## config.mk

```make
export PLATFORM = sky130hd
export DESIGN_NAME = pc_unit
export DESIGN_NICKNAME = d
export VERILOG_FILES = /design/src/rtl/mips_pkg.sv /design/src/rtl/next_pc_sel.sv /design/src/rtl/pc_unit.sv
export SDC_FILE = /design/constraint.sdc
export NUM_CORES = 1
export LEC_CHECK = 0
export CORE_ASPECT_RATIO = 1.1
export CORE_MARGIN = 2
export CORE_UTILIZATION = 45
export CTS_CLUSTER_SIZE = 25
export DETAILED_ROUTE_END_ITERATION = 12
export GPL_TIMING_DRIVEN = 0
export HOLD_SLACK_MARGIN = 0.12
export PLACE_DENSITY_LB_ADDON = 0.08
export SYNTH_ARGS = -nofsm -noshare
export SYNTH_HDL_FRONTEND = slang
export SYNTH_HIERARCHICAL = 1
export SYNTH_SLANG_ARGS = --single-unit
```

## constraint.sdc

```tcl
create_clock -name clk -period 5.1 [get_ports clk]
set_input_delay 1.02 -clock clk [delete_from_list [all_inputs] [get_ports clk]]
set_output_delay 1.02 -clock clk [all_outputs]
set_load 0.01 [all_outputs]
```

## src/rtl/mips_pkg.sv

```systemverilog
// Shared definitions for the MIPS datapath: pc_unit state encoding and the
// instruction-memory word-address width used by both pc_unit and imem.
package mips_pkg;

  localparam int MIPS_ADDR_W = 8;

  typedef enum logic [1:0] {
    BOOT = 2'd0,
    RUN  = 2'd1,
    HALT = 2'd2
  } pc_state_e;

endpackage

```

## src/rtl/next_pc_sel.sv

```systemverilog
// Next-address selection for the program counter: priority mux over
// jump-register, jump, taken branch and sequential advance. Purely
// combinational; stall/halt/boot gating lives in pc_unit.
module next_pc_sel
  import mips_pkg::*;
#(
  parameter int ADDR_W = MIPS_ADDR_W
) (
  input  logic [ADDR_W-1:0] pc,
  input  logic              branch_taken,
  input  logic [15:0]       branch_off,
  input  logic              jump,
  input  logic [25:0]       jump_target,
  input  logic              jr,
  input  logic [31:0]       jr_target,
  output logic [ADDR_W-1:0] pc_plus1,
  output logic [ADDR_W-1:0] next_pc
);

  logic [31:0]       off_sext;
  logic [ADDR_W-1:0] branch_pc;
  logic              unused_bits;

  // Offset is sign-extended to 32 bits first so the truncated add is
  // correct modulo 2^ADDR_W for any ADDR_W up to the jump field width.
  assign off_sext  = {{16{branch_off[15]}}, branch_off};
  assign pc_plus1  = pc + ADDR_W'(1);
  assign branch_pc = pc_plus1 + off_sext[ADDR_W-1:0];

  // High address bits beyond the instruction memory are intentionally dropped.
  assign unused_bits = ^{jump_target[25:ADDR_W], jr_target[31:ADDR_W],
                         off_sext[31:ADDR_W]};

  // Priority: jr over jump over taken branch over sequential.
  always_comb begin
    next_pc = pc_plus1;
    if (jr) begin
      next_pc = jr_target[ADDR_W-1:0];
    end else if (jump) begin
      next_pc = jump_target[ADDR_W-1:0];
    end else if (branch_taken) begin
      next_pc = branch_pc;
    end
  end

endmodule

```

## src/rtl/pc_unit.sv

```systemverilog
// Program counter stage: holds the word-indexed PC feeding instruction
// memory, runs the BOOT/RUN/HALT sequencer and counts retired instructions.
module pc_unit
  import mips_pkg::*;
#(
  parameter int ADDR_W   = MIPS_ADDR_W,
  parameter int RESET_PC = 0,
  parameter int CNT_W    = 32
) (
  input  logic              clk,
  input  logic              rst,
  input  logic              stall,
  input  logic              halt_req,
  input  logic              branch_taken,
  input  logic [15:0]       branch_off,
  input  logic              jump,
  input  logic [25:0]       jump_target,
  input  logic              jr,
  input  logic [31:0]       jr_target,
  output logic [ADDR_W-1:0] pc,
  output logic [ADDR_W-1:0] pc_plus1,
  output logic              running,
  output logic              halted,
  output logic [CNT_W-1:0]  retired
);

  pc_state_e         state_q, state_d;
  logic [ADDR_W-1:0] pc_q, pc_d;
  logic [CNT_W-1:0]  retired_q, retired_d;
  logic [ADDR_W-1:0] next_pc;

  next_pc_sel #(.ADDR_W(ADDR_W)) u_next_pc_sel (
    .pc           (pc_q),
    .branch_taken (branch_taken),
    .branch_off   (branch_off),
    .jump         (jump),
    .jump_target  (jump_target),
    .jr           (jr),
    .jr_target    (jr_target),
    .pc_plus1     (pc_plus1),
    .next_pc      (next_pc)
  );

  // Sequencer and next-state for pc/retired; everything holds unless a RUN
  // cycle actually completes an instruction.
  always_comb begin
    state_d   = state_q;
    pc_d      = pc_q;
    retired_d = retired_q;
    case (state_q)
      BOOT: state_d = RUN;
      RUN: begin
        if (stall) begin
          state_d = RUN;
        end else if (halt_req) begin
          state_d = HALT;
        end else begin
          pc_d      = next_pc;
          retired_d = (retired_q == '1) ? retired_q : retired_q + CNT_W'(1);
        end
      end
      HALT: state_d = HALT;
      default: state_d = BOOT;
    endcase
  end

  // State registers with synchronous active-low reset.
  always_ff @(posedge clk) begin
    if (!rst) begin
      state_q   <= BOOT;
      pc_q      <= ADDR_W'(RESET_PC);
      retired_q <= '0;
    end else begin
      state_q   <= state_d;
      pc_q      <= pc_d;
      retired_q <= retired_d;
    end
  end

  assign pc      = pc_q;
  assign retired = retired_q;
  assign running = (state_q == RUN);
  assign halted  = (state_q == HALT);

endmodule
```

Yosys cells after proc, flatten, opt, wreduce, memory -nomap -nowiden --
Cells that the tools add are included.
Storage, ports and cells: bits in registers 42, bits in latches 0, memory bits (writable) 0, ROM bits 0, bits of input ports 81, output and inout bits 50, word-level logic and storage cells 22, memories 0
Cells by class: add/sub/neg operators 3, multipliers 0, divide/modulo/power cells 0, order comparisons 0, equality and inequality tests 4, shifts and indexed selects 0, muxes and demuxes 6, bitwise logic cells 3, reduce and logical (&&, ||, !) cells 3
Operators with widths (number):
- adder 32 x 1 -> 32 bit (second input constant) | 1
- == test 32 bit (second input constant) | 1
- 2-to-1 mux 8 bit | 3
- adder 8 x 1 -> 8 bit (second input constant) | 1
- adder 8 bit | 1
- one-hot mux 2 bit (3 select lines) | 1
- 2-to-1 mux 2 bit | 2
- AND reduction 4 bit | 1
- inequality test 3 bit (second input constant) | 1
- inverter 1 bit | 3
- AND reduction 3 bit | 1
- == test 2 x 1 -> 1 bit (second input constant) | 1
- == test 2 bit (second input constant) | 1
- zero test 2 bit | 1

Longest topological paths before layout --
Gate-level depths: netlist of the first run.
word-level depth 5, mapped depth 11

By module --
Netlist of the first run, hierarchy kept.
By module, submodules not included:
- pc_unit | instances 1, cells an instance 248, area an instance 2025.7 µm², sequential area each 840.8 µm²
- next_pc_sel | instances 1, cells an instance 100, area an instance 700.7 µm², sequential area each 0.0 µm²

Least setup slack after synthesis of the first run --
OpenSTA, ideal clock, no wires.
path type input to register, start input stall, end register retired_q[31] (netlist: retired[31]), data arrival time 3.089 ns, required time 5.030 ns, setup slack 1.940 ns, cell stages on the path 5, cells stage by stage or4b_4 > or4_4 > a2111o_1 > or4_1 > a21oi_1
On the way: longest elaborated chain between the ends 2
RTL lines:
- start, declared | line pc_unit.sv:12 | input logic stall,
- inverter 1 bit (no line)
- AND reduction 4 bit (no line)
- end signal, assigned | line pc_unit.sv:76 | retired_q <= retired_d;
- end, declared | line pc_unit.sv:29 | logic [CNT_W-1:0] retired_q, retired_d;
Every way passes these cells. A chain may end at the register's enable or synchronous reset.

Worst setup path after layout of the first run --
Ends and elaborated chain as after synthesis.

==> flow_summary.html, run 1 <==
<table>
<tr><th>Metric</th><th>Value</th></tr>
<tr><th colspan="2">Setup path</th></tr>
<tr><td>Worst path arrival time</td><td>3.75 ns</td></tr>
<tr><td>Cell type of the slowest stage on the worst timing path</td><td>sky130_fd_sc_hd__or4_4</td></tr>
<tr><td>Max Fanout on Critical Path</td><td>10</td></tr>
<tr><td>Count of cells along the worst register-to-register path</td><td>10</td></tr>
<tr><td>Buffer and inverter count on the worst path</td><td>1</td></tr>
<tr><td>Depth of the critical timing path with buffers and inverters included</td><td>6</td></tr>
<tr><td>Cell family with the largest share of critical-path delay</td><td>simple AND/OR/NAND/NOR gates</td></tr>
<tr><td>CP Data Required Time</td><td>5.33 ns</td></tr>
<tr><td>WS Path Type</td><td>in2reg</td></tr>
<tr><td>Worst reg2reg endpoint</td><td>pc[6]</td></tr>
<tr><td>Critical R2R Launch</td><td>pc[0]</td></tr>
<tr><td>Cell breakdown of the critical path</td><td>clkdlybuf4s50_1 &gt; or4b_4 &gt; or4_4 &gt; a2111o_1 &gt; or4_1 &gt; a21oi_1</td></tr>
<tr><td>Maximum cell stage delay along the critical path</td><td>0.58 ns</td></tr>
<tr><td>Type of origin of the critical path</td><td>input port</td></tr>
<tr><td>Critical path capture point type</td><td>register</td></tr>
<tr><td>Slack of the worst reg-to-reg path</td><td>2.29 ns</td></tr>
<tr><th colspan="2">Placement</th></tr>
<tr><td>Detailed placer's ending HPWL</td><td>5.795 mm</td></tr>
<tr><td>Standard cell area after detailed placement</td><td>0.003613 mm2</td></tr>
<tr><td>Buffers on Ports</td><td>79</td></tr>
<tr><td>GP Congestion</td><td>0.9077</td></tr>
<tr><th colspan="2">Synthesis</th></tr>
<tr><td>Yosys Warn Count</td><td>6</td></tr>
<tr><td>Yosys top cell area share</td><td>0.3084</td></tr>
<tr><td>Xor-xnor portion of the synthesized cell area</td><td>0.06609</td></tr>
<tr><td>Basic-gate share of the synthesized area counting and, or, nand and nor cells</td><td>0.3148</td></tr>
<tr><td>Biggest area consumer among synthesized cells</td><td>sky130_fd_sc_hd__dfxtp_1</td></tr>
<tr><td>Post-synthesis compound-gate area fraction</td><td>0.1987</td></tr>
<tr><td>Async SR Flop Fraction</td><td>0</td></tr>
<tr><td>Synth area leaders</td><td>sky130_fd_sc_hd__dfxtp_1 (31%), sky130_fd_sc_hd__a21oi_1 (6.1%), sky130_fd_sc_hd__nand2_1 (6.1%), sky130_fd_sc_hd__ha_1 (4.6%), sky130_fd_sc_hd__xnor2_1 (4.5%)</td></tr>
<tr><td>Number of nets produced by synthesis</td><td>440</td></tr>
<tr><td>EDFF count, synth</td><td>0</td></tr>
<tr><td>Adder and majority gate portion of the synthesized area</td><td>0.05324</td></tr>
<tr><td>Average instance area after synthesis</td><td>7.834 um2</td></tr>
<tr><td>Largest family of logic cells by synthesized area</td><td>simple AND/OR/NAND/NOR gates</td></tr>
<tr><td>Mapped Area</td><td>0.002726 mm2</td></tr>
<tr><td>Part of the Yosys area used for sequential elements</td><td>0.3084</td></tr>
<tr><td>Number of cells produced by synthesis</td><td>348</td></tr>
<tr><td>Count of unique library cells instantiated by Yosys</td><td>54</td></tr>
<tr><td>Top flip-flop cell by instance count after synthesis</td><td>sky130_fd_sc_hd__dfxtp_1</td></tr>
<tr><td>Synthesized flop and latch total</td><td>42</td></tr>
<tr><td>Proportion of synthesized area in mux cells</td><td>0.02203</td></tr>
<tr><th colspan="2">Final layout</th></tr>
<tr><td>Most frequent cells in the layout</td><td>sky130_fd_sc_hd__clkdlybuf4s50_1 (79), sky130_fd_sc_hd__nand2_1 (44), sky130_fd_sc_hd__dfxtp_1 (42), sky130_fd_sc_hd__a21oi_1 (33), sky130_fd_sc_hd__nor2_1 (25)</td></tr>
<tr><td>Relative area change from synthesis to final layout</td><td>35.93%</td></tr>
<tr><td>Final net count</td><td>526</td></tr>
<tr><td>Post-route cell area</td><td>0.003706 mm2</td></tr>
<tr><td>Share of final-layout standard cells stronger than drive strength 1</td><td>0.04138</td></tr>
<tr><td>Commonest non-fill, non-tap cell in the layout</td><td>sky130_fd_sc_hd__clkdlybuf4s50_1</td></tr>
<tr><td>Antenna diode instance count</td><td>0</td></tr>
<tr><th colspan="2">Timing</th></tr>
<tr><td>Final slew viol count</td><td>0</td></tr>
<tr><td>Setup violations, final</td><td>0</td></tr>
<tr><td>Final setup skew</td><td>0.01332 ns</td></tr>
<tr><td>Transition at the pin with the smallest max-transition slack</td><td>0.8791 ns</td></tr>
<tr><td>Crit path time final</td><td>3.515 ns</td></tr>
<tr><td>Unrepaired setup endpoints after global routing</td><td>no</td></tr>
<tr><td>Post-Route Setup TNS</td><td>0 ns</td></tr>
<tr><td>Highest clock frequency the design can meet</td><td>284.5 MHz</td></tr>
<tr><td>Share of the clock period used by the worst path after layout</td><td>0.6893</td></tr>
<tr><td>Max-slew headroom at the worst pin</td><td>0.4094</td></tr>
<tr><td>Hold Vio Cnt, Final</td><td>0</td></tr>
<tr><th colspan="2">Clock tree</th></tr>
<tr><td>Post-cts hold buffer count</td><td>0</td></tr>
<tr><td>Inserted Clock Buffers</td><td>5</td></tr>
<tr><td>Post-CTS resize count</td><td>0</td></tr>
<tr><td>Root Buffer</td><td>sky130_fd_sc_hd__clkbuf_8</td></tr>
<tr><td>Setup fix buffers added after clock tree synthesis</td><td>0</td></tr>
<tr><td>Worst skew pair latency</td><td>0.30 ns</td></tr>
<tr><td>Maximum clock path buffer count</td><td>2</td></tr>
<tr><td>CTS tree</td><td>yes</td></tr>
<tr><td>H-tree levels</td><td>2</td></tr>
<tr><td>TritonCTS sink count</td><td>42</td></tr>
<tr><td>Clock transition time at the flip-flop clock pins of the worst setup and hold paths</td><td>0.09 ns</td></tr>
<tr><th colspan="2">Global route</th></tr>
<tr><td>Gr usage total</td><td>0.2229</td></tr>
<tr><td>Total grt overflow</td><td>0</td></tr>
<tr><td>Maximum number of pins on one net before global-route repair</td><td>16</td></tr>
<tr><td>Number of global-route vias before repair</td><td>2627</td></tr>
<tr><td>First-pass GRT wire length</td><td>12.20 mm</td></tr>
<tr><td>Antenna violations before repair</td><td>0</td></tr>
<tr><th colspan="2">Job</th></tr>
<tr><td>MaxCap Viol Count</td><td>0</td></tr>
<tr><th colspan="2">Hold path</th></tr>
<tr><td>Worst Hold Path EP</td><td>pc[1]</td></tr>
<tr><td>Tightest Hold Check Type</td><td>reg2reg</td></tr>
<tr><td>Critical hold path startpoint</td><td>pc[1]</td></tr>
<tr><td>WHS Path Cells</td><td>2</td></tr>
<tr><th colspan="2">Drt</th></tr>
<tr><td>Routed via count divided by cell count</td><td>5.756</td></tr>
<tr><td>Iteration count of the initial detailed-routing pass</td><td>4</td></tr>
<tr><td>Total routed wirelength</td><td>7.441 mm</td></tr>
<tr><td>Number of DRC markers after the initial detailed-route iteration</td><td>126</td></tr>
<tr><td>Final routed wire length divided by cell count</td><td>14.53 um</td></tr>
<tr><td>Residual DRC count</td><td>0</td></tr>
<tr><td>Vias post-DR</td><td>2947</td></tr>
<tr><td>Count of antenna-violating nets left after detailed routing</td><td>0</td></tr>
<tr><th colspan="2">Floorplan</th></tr>
<tr><td>Core box area</td><td>0.005806 mm2</td></tr>
<tr><td>Die Area</td><td>0.006698 mm2</td></tr>
<tr><td>Chip width</td><td>78.22 um</td></tr>
<tr><td>Number of standard-cell rows in the floorplan</td><td>29</td></tr>
<tr><td>IO Count</td><td>131</td></tr>
<tr><td>Initial cell density of the core</td><td>0.4696</td></tr>
<tr><td>Die boundary height</td><td>85.64 um</td></tr>
<tr><th colspan="2">Pwr</th></tr>
<tr><td>Max rail drop VDD</td><td>167.9 uV</td></tr>
<tr><td>Leak pwr</td><td>1.206 nW</td></tr>
<tr><td>Pwr Density</td><td>180.9 mW/mm2</td></tr>
<tr><th colspan="2">Outcome</th></tr>
<tr><td>Outcome</td><td>complete, no violations</td></tr>
</table>
-- metrics by stage --
step | setup slack (ns) | hold slack (ns) | total power [mW] | util | std cells
floorplan | 1.940 | 0.4848 | 0.4043 | - | 348
global placement | 1.337 | 0.4942 | 0.4547 | 0.6224 | 504
detailed placement | 1.280 | 0.5012 | 0.4560 | 0.6224 | 504
CTS | 1.589 | 0.5158 | 0.6746 | 0.6384 | 512
global route | 1.473 | 0.5420 | 0.7018 | 0.6384 | 512
finish | 1.585 | 0.5098 | 0.6704 | 0.6384 | 512
-- how the worst max path moves through the flow --
stage,from,end,slack [ns]
2_1_floorplan,stall,retired[31],1.94
3_3_place_gp,stall,retired[31],1.34
3_5_place_dp,stall,retired[31],1.28
4_1_cts,stall,retired[31],1.59
5_1_grt,stall,retired[31],1.47
6_report,stall,retired[31],1.58
-- worst register-to-register path: cells and delay by family (launching register included) --
family | cells | cell delay, ns
compound gates | 4 | 0.81
simple gates | 3 | 0.51
xor+xnor | 1 | 0.32
fa+ha+maj | 2 | 0.63
flops | 1 | 0.46
-- sequential cells by signal (all words and copies together), names as in the netlist --
name and cells:
state_q 2, pc 8, retired 32
-- cells by family after synthesis --
family,count (synthesis)
AND/OR/NAND/NOR,160
flip-flops,42
buffers and inverters,25
XOR/XNOR,19
AO/OA/AOI/OAI,85
adder cells (fa/ha/maj),11
multiplexers,6
-- area by class of cell --
type                            instances  area, um2
Fill cell                             541       2100
Tap cell                               77      96.34
Buffer                                 15      62.56
Timing Repair Buffer                   79      790.8
Multi-Input combinational cell        281       1785
Clock inverter                          3      23.77
Clock buffer                            5      68.82
Sequential cell                        42      840.8
Inverter                               10      37.54
-- synthesized netlist by cell type, drive strengths merged (2+ instances only) --
master	number
o21a	5
nor4	10
nor2	25
and2	2
clkbuf	13
a211oi	5
nand4	16
xnor2	14
ha	10
and4	3
o31a	5
nand2b	3
nand3	13
a21o	2
o221a	2
nor3	9
or2	2
a21oi	33
nand2	44
and3b	2
o31ai	5
o22ai	2
inv	9
xor2	4
nand3b	2
and3	3
mux2i	6
a31oi	2
or4	8
o21ai	16
nor4b	5
or3	10
dfxtp	42
-- report_power, final --
group	internal, mW	switching (mW)
combinational	0.0594	0.0517
sequential	0.331	0.00566
clock	0.0980	0.124
total	0.489	0.182
-- layer usage --
layer	wire length, um	part of all wire	GRT usage	up-vias
li1	-	-	-	1471
met1	3372	0.45	0.2858	1395
met2	3686	0.50	0.3903	77
met3	323	0.043	0.03368	4
met4	59	0.0079	0.06220	0
met5	0	0	0	-
No activity file was read; power rests on OpenSTA's default activity.
==> run 2: changes to the inputs <==
--- a/config.mk
+++ b/config.mk
@@ -7,7 +7,7 @@
 export LEC_CHECK = 0
 export CORE_ASPECT_RATIO = 1.1
 export CORE_MARGIN = 2
-export CORE_UTILIZATION = 45
+export CORE_UTILIZATION = 37
 export CTS_CLUSTER_SIZE = 25
 export DETAILED_ROUTE_END_ITERATION = 12
 export GPL_TIMING_DRIVEN = 0
==> constraint.sdc (replaced) <==
create_clock -name clk -period 3.2 [get_ports clk]
set_input_delay 0.64 -clock clk [delete_from_list [all_inputs] [get_ports clk]]
set_output_delay 0.64 -clock clk [all_outputs]
set_load 0.01 [all_outputs]
==> flow_summary.html, run 2 (synthesized netlist as in run 1, its figures left out) <==
<table>
<tr><th>Metric</th><th>Value</th></tr>
<tr><th colspan="2">Clock tree</th></tr>
<tr><td>H-tree levels</td><td>2</td></tr>
<tr><td>Post-cts hold buffer count</td><td>0</td></tr>
<tr><td>TritonCTS sink count</td><td>42</td></tr>
<tr><td>Worst skew pair latency</td><td>0.29 ns</td></tr>
<tr><td>Maximum clock path buffer count</td><td>2</td></tr>
<tr><td>CTS tree</td><td>yes</td></tr>
<tr><td>Root Buffer</td><td>sky130_fd_sc_hd__clkbuf_8</td></tr>
<tr><td>Clock transition time at the flip-flop clock pins of the worst setup and hold paths</td><td>0.09 ns</td></tr>
<tr><td>Inserted Clock Buffers</td><td>5</td></tr>
<tr><th colspan="2">Final layout</th></tr>
<tr><td>Post-route cell area</td><td>0.003725 mm2</td></tr>
<tr><td>Commonest non-fill, non-tap cell in the layout</td><td>sky130_fd_sc_hd__clkdlybuf4s50_1</td></tr>
<tr><td>Most frequent cells in the layout</td><td>sky130_fd_sc_hd__clkdlybuf4s50_1 (79), sky130_fd_sc_hd__nand2_1 (44), sky130_fd_sc_hd__dfxtp_1 (42), sky130_fd_sc_hd__a21oi_1 (33), sky130_fd_sc_hd__nor2_1 (25)</td></tr>
<tr><td>Final net count</td><td>526</td></tr>
<tr><td>Fillcell total</td><td>682</td></tr>
<tr><td>Number of flip-flops in the largest register</td><td>32</td></tr>
<tr><td>Share of final-layout standard cells stronger than drive strength 1</td><td>0.04138</td></tr>
<tr><td>Final core utilization</td><td>0.5256</td></tr>
<tr><td>Antenna diode instance count</td><td>0</td></tr>
<tr><td>Relative area change from synthesis to final layout</td><td>36.62%</td></tr>
<tr><th colspan="2">Placement</th></tr>
<tr><td>Standard cell area after detailed placement</td><td>0.003623 mm2</td></tr>
<tr><td>Buffers on Ports</td><td>79</td></tr>
<tr><td>GP Congestion</td><td>0.8527</td></tr>
<tr><td>Detailed placer's ending HPWL</td><td>5.915 mm</td></tr>
<tr><th colspan="2">Drt</th></tr>
<tr><td>Max layer used</td><td>met4</td></tr>
<tr><td>Vias post-DR</td><td>2910</td></tr>
<tr><td>Count of antenna-violating nets left after detailed routing</td><td>0</td></tr>
<tr><td>Final routed wire length divided by cell count</td><td>14.68 um</td></tr>
<tr><td>Residual DRC count</td><td>5</td></tr>
<tr><td>Number of DRC markers after the initial detailed-route iteration</td><td>122</td></tr>
<tr><td>Length of routed met3 wiring</td><td>400 um</td></tr>
<tr><td>Iteration count of the initial detailed-routing pass</td><td>9</td></tr>
<tr><td>Met1 Routed Length</td><td>3.672 mm</td></tr>
<tr><td>Routed via count divided by cell count</td><td>5.596</td></tr>
<tr><td>Met2 layer wire length in the routed design</td><td>3.527 mm</td></tr>
<tr><td>Total routed wirelength</td><td>7.631 mm</td></tr>
<tr><th colspan="2">Pwr</th></tr>
<tr><td>Max rail drop VDD</td><td>195.9 uV</td></tr>
<tr><td>Combinational cell fraction of total power</td><td>0.168</td></tr>
<tr><td>Switching portion of total power</td><td>0.2718</td></tr>
<tr><td>Leak pwr</td><td>1.210 nW</td></tr>
<tr><td>Switching component of the power</td><td>291.1 uW</td></tr>
<tr><td>Relative contribution of sequential cells to total power</td><td>0.502</td></tr>
<tr><td>Clock share of power</td><td>0.330</td></tr>
<tr><td>Pwr Density</td><td>287.6 mW/mm2</td></tr>
<tr><td>Cell internal pwr</td><td>780.1 uW</td></tr>
<tr><th colspan="2">Floorplan</th></tr>
<tr><td>IO Count</td><td>131</td></tr>
<tr><td>Die boundary height</td><td>94.03 um</td></tr>
<tr><td>Die Area</td><td>0.008072 mm2</td></tr>
<tr><td>Initial cell density of the core</td><td>0.3847</td></tr>
<tr><td>Chip width</td><td>85.85 um</td></tr>
<tr><td>Core box area</td><td>0.007087 mm2</td></tr>
<tr><td>Number of standard-cell rows in the floorplan</td><td>32</td></tr>
<tr><th colspan="2">Global route</th></tr>
<tr><td>Maximum number of pins on one net before global-route repair</td><td>16</td></tr>
<tr><td>Number of global-route vias before repair</td><td>2808</td></tr>
<tr><td>First-pass GRT wire length</td><td>13.14 mm</td></tr>
<tr><td>Gr usage total</td><td>0.1975</td></tr>
<tr><td>Total grt overflow</td><td>0</td></tr>
<tr><td>Antenna violations before repair</td><td>0</td></tr>
<tr><th colspan="2">Timing</th></tr>
<tr><td>Highest clock frequency the design can meet</td><td>327.9 MHz</td></tr>
<tr><td>Setup violations, final</td><td>0</td></tr>
<tr><td>Hold Vio Cnt, Final</td><td>0</td></tr>
<tr><td>Unrepaired setup endpoints after global routing</td><td>no</td></tr>
<tr><td>Post-Route Setup TNS</td><td>0 ns</td></tr>
<tr><td>Transition at the pin with the smallest max-transition slack</td><td>0.8847 ns</td></tr>
<tr><td>Share of the clock period used by the worst path after layout</td><td>0.9530</td></tr>
<tr><td>Final slew viol count</td><td>0</td></tr>
<tr><td>Smallest hold slack</td><td>0.5156 ns</td></tr>
<tr><td>Crit path time final</td><td>3.050 ns</td></tr>
<tr><td>Max-slew headroom at the worst pin</td><td>0.4057</td></tr>
<tr><td>Final setup skew</td><td>0.01207 ns</td></tr>
<tr><th colspan="2">Hold path</th></tr>
<tr><td>Tightest Hold Check Type</td><td>reg2reg</td></tr>
<tr><th colspan="2">Setup path</th></tr>
<tr><td>Cell breakdown of the critical path</td><td>clkdlybuf4s50_1 &gt; or4b_4 &gt; or4_4 &gt; a2111o_1 &gt; or4_1 &gt; a21oi_1</td></tr>
<tr><td>CP Data Required Time</td><td>3.43 ns</td></tr>
<tr><td>Type of origin of the critical path</td><td>input port</td></tr>
<tr><td>Cell type of the slowest stage on the worst timing path</td><td>sky130_fd_sc_hd__or4b_4</td></tr>
<tr><td>Maximum cell stage delay along the critical path</td><td>0.57 ns</td></tr>
<tr><td>Max Fanout on Critical Path</td><td>10</td></tr>
<tr><td>Worst path arrival time</td><td>3.28 ns</td></tr>
<tr><td>WS Path Type</td><td>in2reg</td></tr>
<tr><td>Critical path capture point type</td><td>register</td></tr>
<tr><th colspan="2">Job</th></tr>
<tr><td>MaxCap Viol Count</td><td>0</td></tr>
<tr><th colspan="2">Outcome</th></tr>
<tr><td>Outcome</td><td>finished, violations left</td></tr>
<tr><td>Violations in the final reports</td><td>DRC</td></tr>
</table>
## run 2: timing repair
| item | in CTS | in global routing |
|---|---|---|
| setup endpoints to repair | 0 | 3 |
| resized for setup | 0 | 1 |
| setup buffers | 0 | 0 |
## run 2: critical path, delay by kind of cell
family | cells | cell delay [ns]
buffers and inverters | 1 | 0.47
AO/OA/AOI/OAI | 2 | 0.59
AND/OR/NAND/NOR | 3 | 1.58
## run 2: cell type report
class	instances	area, um2	area share
multi-input combinational	281	1794	0.4817
sequential	42	840.8	0.2257
timing repair buffer	79	790.8	0.2123
tap	85	106.4	0.02855
clock buffer	5	68.82	0.01847
buffer	15	62.56	0.01680
inverter	10	37.54	0.01008
clock inverter	3	23.77	0.006382
## run 2: final timing paths
check,from,to,slack [ns],cells after the start
setup / recovery,stall,retired[31],0.15,6
setup reg to reg,pc[0],pc[6],0.42,10
hold reg to reg,pc[1],pc[1],0.52,2
hold / removal,pc[1],pc[1],0.52,2
## run 2: metal layers
layer  vias up  global-route usage
li1       1468                   -
met1      1363              0.2592
met2        77              0.3379
met3         2             0.03515
met4         0             0.04233
met5         -                   0
## run 2: through the flow
step | cells | power [mW] | setup slack, ns
floorplan | 348 | 0.6443 | 0.4204
global placement | 512 | 0.7262 | -0.1761
detailed placement | 512 | 0.7287 | -0.2175
CTS | 520 | 1.085 | 0.09641
global route | 520 | 1.122 | 0.01917
finish | 520 | 1.071 | 0.1505
## run 2: power groups by stage
| stage | registers (mW) | logic [mW] | clock network (mW) |
|---|---|---|---|
| after CTS | 0.537 | 0.180 | 0.367 |
| after detailed placement | 0.550 | 0.179 | 0 |
| after global placement | 0.549 | 0.177 | 0 |
| after global routing | 0.539 | 0.197 | 0.386 |
| final | 0.537 | 0.180 | 0.354 |
| after floorplan | 0.549 | 0.0951 | 0 |
==> RTL change 1, RTL diff (config.mk and constraints of run 2) <==
Set the parameter `CNT_W` to 28 (it was 32).
--- a/src/rtl/pc_unit.sv
+++ b/src/rtl/pc_unit.sv
@@ -5,7 +5,7 @@
 #(
   parameter int ADDR_W   = MIPS_ADDR_W,
   parameter int RESET_PC = 0,
-  parameter int CNT_W    = 32
+  parameter int CNT_W    = 28
 ) (
   input  logic              clk,
   input  logic              rst,
Interface: changed (resized retired); port bits go from 131 to 127. The function was not compared with the original's and may differ.
==> RTL change 1 against run 2 <==
- sequential power down 9.3%
- sequential cell count down 4
- wire length down 16%
- cell area down 9.6%
- cell count down 8.7%
- synthesized area down 11%
- power down 6.8%
- critical endpoint is now pc[6]
- setup slack better by 69 ps
- first-iteration DRC count down 16%
==> RTL change 1: results (changes against run 2) <==
Status -> finished clean
PostCTS Resize Cnt -> 0 (unchanged)
Largest register FFs -> 28 (-13%)
Vias in the first global route -> 2,216 (-21%)
Clk_skew -> 6.838 ps (-5.231 ps)
Reg clk slew, reported paths -> 70 ps (-20 ps)
Worst-Skew Late Latency -> 290 ps (about the same)
Detailed placer's ending HPWL -> 4979 um (-16%)
YS warnings -> 6 (unchanged)
Placed Cells -> 467 (-8.8%)
Synth Area per Inst -> 7.765 sq um (-0.89%)
Per-cell routed wire length -> 13.54 um (-7.7%)
Max-slew headroom -> 30.89% (-9.7 points)
FILL cells -> 621 (-8.9%)
Top_reg_cell synth -> dfxtp_1
Initial antenna violation count -> 0 (unchanged)
Depth of the CTS H-tree -> 2 (unchanged)
Most frequent cells after synthesis -> a21oi_1, dfxtp_1, nand2_1
1st-iter DRT viols -> 102 (-16%)
Placer Congestion -> 0.8670 (+1.7%)
Fraction of layout cells with a size suffix above 1 -> 5.823% (+1.7 points)
Sequential-to-total area share from yosys stat -> 31.50% (+0.66 points)
Vias/cell -> 5.322 (-4.9%)
Async S/R FF share, synth -> 0% (unchanged)
Antenna cell count -> 0 (unchanged)
Crit path DAT -> 3200 ps (-80 ps)
Global-route wire length before repair -> 10,500 um (-20%)
Nets -> 486 (-7.6%)
Total track usage -> 18.57% (-1.2 points)
Type of the worst min-delay path -> flip-flop to flip-flop
Area post-placement -> 3276 sq um (-9.6%)
Ranking of synthesized cells by area -> dfxtp_1, a21oi_1, o21ai_0
IO buf count -> 76 (-3.8%)
Drt first pass iters -> 4 (-5)
Largest net degree at the start of global routing -> 12 (-4)
CP Max Fanout -> 3 (-7)
Root Buffer -> clkbuf_8
Worst IR Drop VDD -> 0.1742 mV (-11%)
Inserted Clock Buffers -> 5 (unchanged)
Synth Net Count -> 403 (-8.4%)
Yosys cell types -> 50 (-7.4%)
Leak -> 1.156 nW (-4.4%)
Post-Place Worst Slack -> -44.56 ps (+172.9 ps)
Setup bufs post-CTS -> 0 (unchanged)
Non-filler cells, final -> 475 (-8.7%)
[RTL change 1: cell types whose count changed after synthesis, sizes merged, moves of 7 or more]
cell,change
xnor2,-9
nor4,-10
nand2,-7
or3,+14
nor2,-9
nand4,-8
clkbuf,-9
o21ai,+17
a21oi,+8
[RTL change 1: worst paths after layout]
path / start / cells after the start / endpoint / slack (ps)
max: branch_off[0] / 10 / pc[6] / 220
min: retired[27] / 2 / retired[27] / 510
max reg2reg: pc[0] / 11 / pc[6] / 400
min reg2reg: retired[27] / 2 / retired[27] / 510
[RTL change 1: cells by family after synthesis]
| kind of cell | count (synthesis) | share of synthesized area (%) |
|---|---|---|
| and+or+nand+nor | 126 | 27.82 |
| buffers and inverters | 24 | 4.144 |
| AOI/OAI and AO/OA | 96 | 23.94 |
| xor gates and xnor gates | 12 | 4.922 |
| DFF | 38 | 31.50 |
| adders and majority gates | 11 | 6.010 |
| muxes | 4 | 1.658 |
[RTL change 1: power by group]
| part | switching (mW) | internal [mW] | leakage (nW) | total, mW |
|---|---|---|---|---|
| Clock | 0.163 | 0.174 | 0.0482 | 0.336 |
| Sequential | 0.00847 | 0.479 | 0.307 | 0.487 |
| Combinational | 0.0818 | 0.0935 | 0.801 | 0.175 |
[RTL change 1: worst max-delay path, stage by stage]
cell	delay, ps
clkdlybuf4s50_1	400
ha_1	230
fa_1	440
a211oi_2	270
nor2_1	90
or3_1	350
a211o_1	300
a32oi_1	250
nand2_1	80
a21oi_1	140
[RTL change 1: per-stage QoR]
step                power (mW)  hold WS [ps]
finish                  0.9989         507.5
global route             1.049         535.5
detailed placement      0.6737         499.1
global placement        0.6728         481.1
floorplan               0.5901         477.2
CTS                      1.016         508.9
[RTL change 1: routing by layer]
metal | global-route usage, % | routed length (um) | vias up
met5 | 0 | 0 | -
met3 | 4.082 | 406 | 6
met4 | 6.009 | 80 | 0
met2 | 30.20 | 3015 | 64
li1 | - | - | 1309
met1 | 24.50 | 2929 | 1149
[RTL change 1: layout make-up]
cell class / count / area (sq um) / share of cell area [%]
buffer: 9 / 43.79 / 1.301
tap: 80 / 100.1 / 2.973
clock buffer: 7 / 86.33 / 2.564
inverter: 15 / 56.30 / 1.672
multi-input combinational: 249 / 1554 / 46.15
timing repair buffer: 76 / 760.7 / 22.59
sequential: 38 / 760.7 / 22.59
clock inverter: 1 / 5.005 / 0.1486
==> RTL change 2, RTL diff (flow settings as in run 2) <==
Made on the original files. Re-encode `pc_state_e` (3 states) as one-hot, 3 bits wide.
--- a/src/rtl/mips_pkg.sv
+++ b/src/rtl/mips_pkg.sv
@@ -4,10 +4,10 @@
 
   localparam int MIPS_ADDR_W = 8;
 
-  typedef enum logic [1:0] {
-    BOOT = 2'd0,
-    RUN  = 2'd1,
-    HALT = 2'd2
+  typedef enum logic [2:0] {
+    BOOT = 3'b001,
+    RUN  = 3'b010,
+    HALT = 3'b100
   } pc_state_e;
 
 endpackage
Formal check against the unedited RTL: no difference found for any inputs over 10 cycles, from zero or initial values and one cycle with rst low; not proved beyond that.
==> RTL change 2 against run 2 <==
- synthesized area up 3.6%
- combinational power is 8% higher
- via count is 3.5% higher
- cell area rose by 2.8%
- wire length is 7.2% higher
- non-clock buffer count stayed put
- count of clock-buffer cells in the layout increased by 2
- power grew 6.7%
- setup slack improved by 110 ps
- core utilization down 1.0 points
- sequential cell count up 1
==> RTL change 2: results (changes against run 2) <==
Clock buffer depth -> 2 (unchanged)
Crit path DAT -> 3160 ps (-120 ps)
Placer Congestion -> 0.8666 (+1.6%)
Worst IR Drop VDD -> 0.1972 mV (+0.68%)
Post-Place Worst Slack -> -27.44 ps (+190.0 ps)
Synth Net Count -> 451 (+2.5%)
1st-iter DRT viols -> 117 (-4.1%)
Global-route wire length before repair -> 13,320 um (+1.4%)
Worst Hold Path EP -> state_q[1]
Post-Route WL -> 8181 um (+7.2%)
Synth Area per Inst -> 7.870 sq um (+0.45%)
Launching point of the worst reg2reg path -> pc[2]
Depth of the CTS H-tree -> 2 (unchanged)
RR Endpoint -> pc[6]
Drt first pass iters -> 4 (-5)
Hold slack -> 464.1 ps (-51.43 ps)
Max layer used -> met4
Root Buffer -> clkbuf_8
Fraction of layout cells with a size suffix above 1 -> 5.830% (+1.7 points)
Crit path max-delay cell type -> fa_1
Sequential-to-total area share from yosys stat -> 30.47% (-0.37 points)
Most frequent cells after synthesis -> nand2_1, dfxtp_1, a21oi_1
DR WL met3 -> 467 um (+17%)
Detailed placer's ending HPWL -> 6285 um (+6.3%)
FILL cells -> 748 (+9.7%)
Ranking of synthesized cells by area -> dfxtp_1, a21oi_1, nand2_1
CP Max Fanout -> 3 (-7)
Total track usage -> 19.74% (about the same)
Reg power frac -> 49.0% (-1.2 points)
Routed wl met2 -> 3971 um (+13%)
Met2 track demand over resource -> 35.86% (+2.1 points)
Combinational fraction of design power -> 17.0% (+0.2 points)
Largest net degree at the start of global routing -> 14 (-2)
Min-delay src -> state_q[2]
Cell family with most CP delay -> compound AO/OA/AOI/OAI gates
Nets -> 537 (+2.1%)
CP peak stage delay -> 440 ps (-130 ps)
Area post-placement -> 3725 sq um (+2.8%)
Hold path cells -> 1 (-1)
Internal Dissipation -> 843.0 uW (+8.1%)
Vias in the first global route -> 2,894 (+3.1%)
Worst r2r path cells -> 10 (unchanged)
Per-cell routed wire length -> 15.35 um (+4.6%)
Max-slew headroom -> 50.63% (+10 points)
Via count -> 3,012 (+3.5%)
Clk_skew -> 4.709 ps (-7.360 ps)
Met3 GRT Util -> 3.030% (-0.48 points)
Yosys cell types -> 56 (+3.7%)
Type of the worst min-delay path -> flip-flop to flip-flop
Total Power -> 1.143 mW (+6.7%)
Leak -> 1.275 nW (+5.4%)
DRT met1 WL -> 3557 um (-3.1%)
Area of the multi-input gates -> 1841 sq um (+2.6%)
Status -> finished clean
Grt total ovfl -> 0 (unchanged)
Placed Cells -> 525 (+2.5%)
R2R Setup Slk -> 290 ps (-130 ps)
Routing usage on met1 -> 23.54% (-2.4 points)
IO buf count -> 79 (unchanged)
[RTL change 2: logic make-up after synthesis]
family / after synthesis / synth area share, %
mux: 10 / 3.543
simple gates: 156 / 30.74
flops: 43 / 30.47
fa+ha+maj: 11 / 5.137
xor+xnor: 12 / 4.207
compound gates: 99 / 21.52
buf+inv: 28 / 4.384
[RTL change 2: worst max path at each step]
stage / from / to / slack [ps] / cells after the start
floorplan: pc[0] / pc[6] / 600 / 10
global placement: branch_off[0] / pc[6] / -30 / 10
detailed placement: branch_off[0] / pc[6] / -30 / 10
CTS: branch_off[0] / pc[6] / 280 / 10
global route: pc[2] / pc[6] / 90 / 10
finish: branch_off[0] / pc[6] / 270 / 10
[RTL change 2: final cells by class]
class	count	area share [%]
Buffer	15	1.961
Timing Repair Buffer	79	20.65
Sequential cell	43	22.48
Multi-Input combinational cell	288	48.07
Clock inverter	1	0.1961
Tap cell	87	2.843
Inverter	13	1.275
Clock buffer	7	2.516
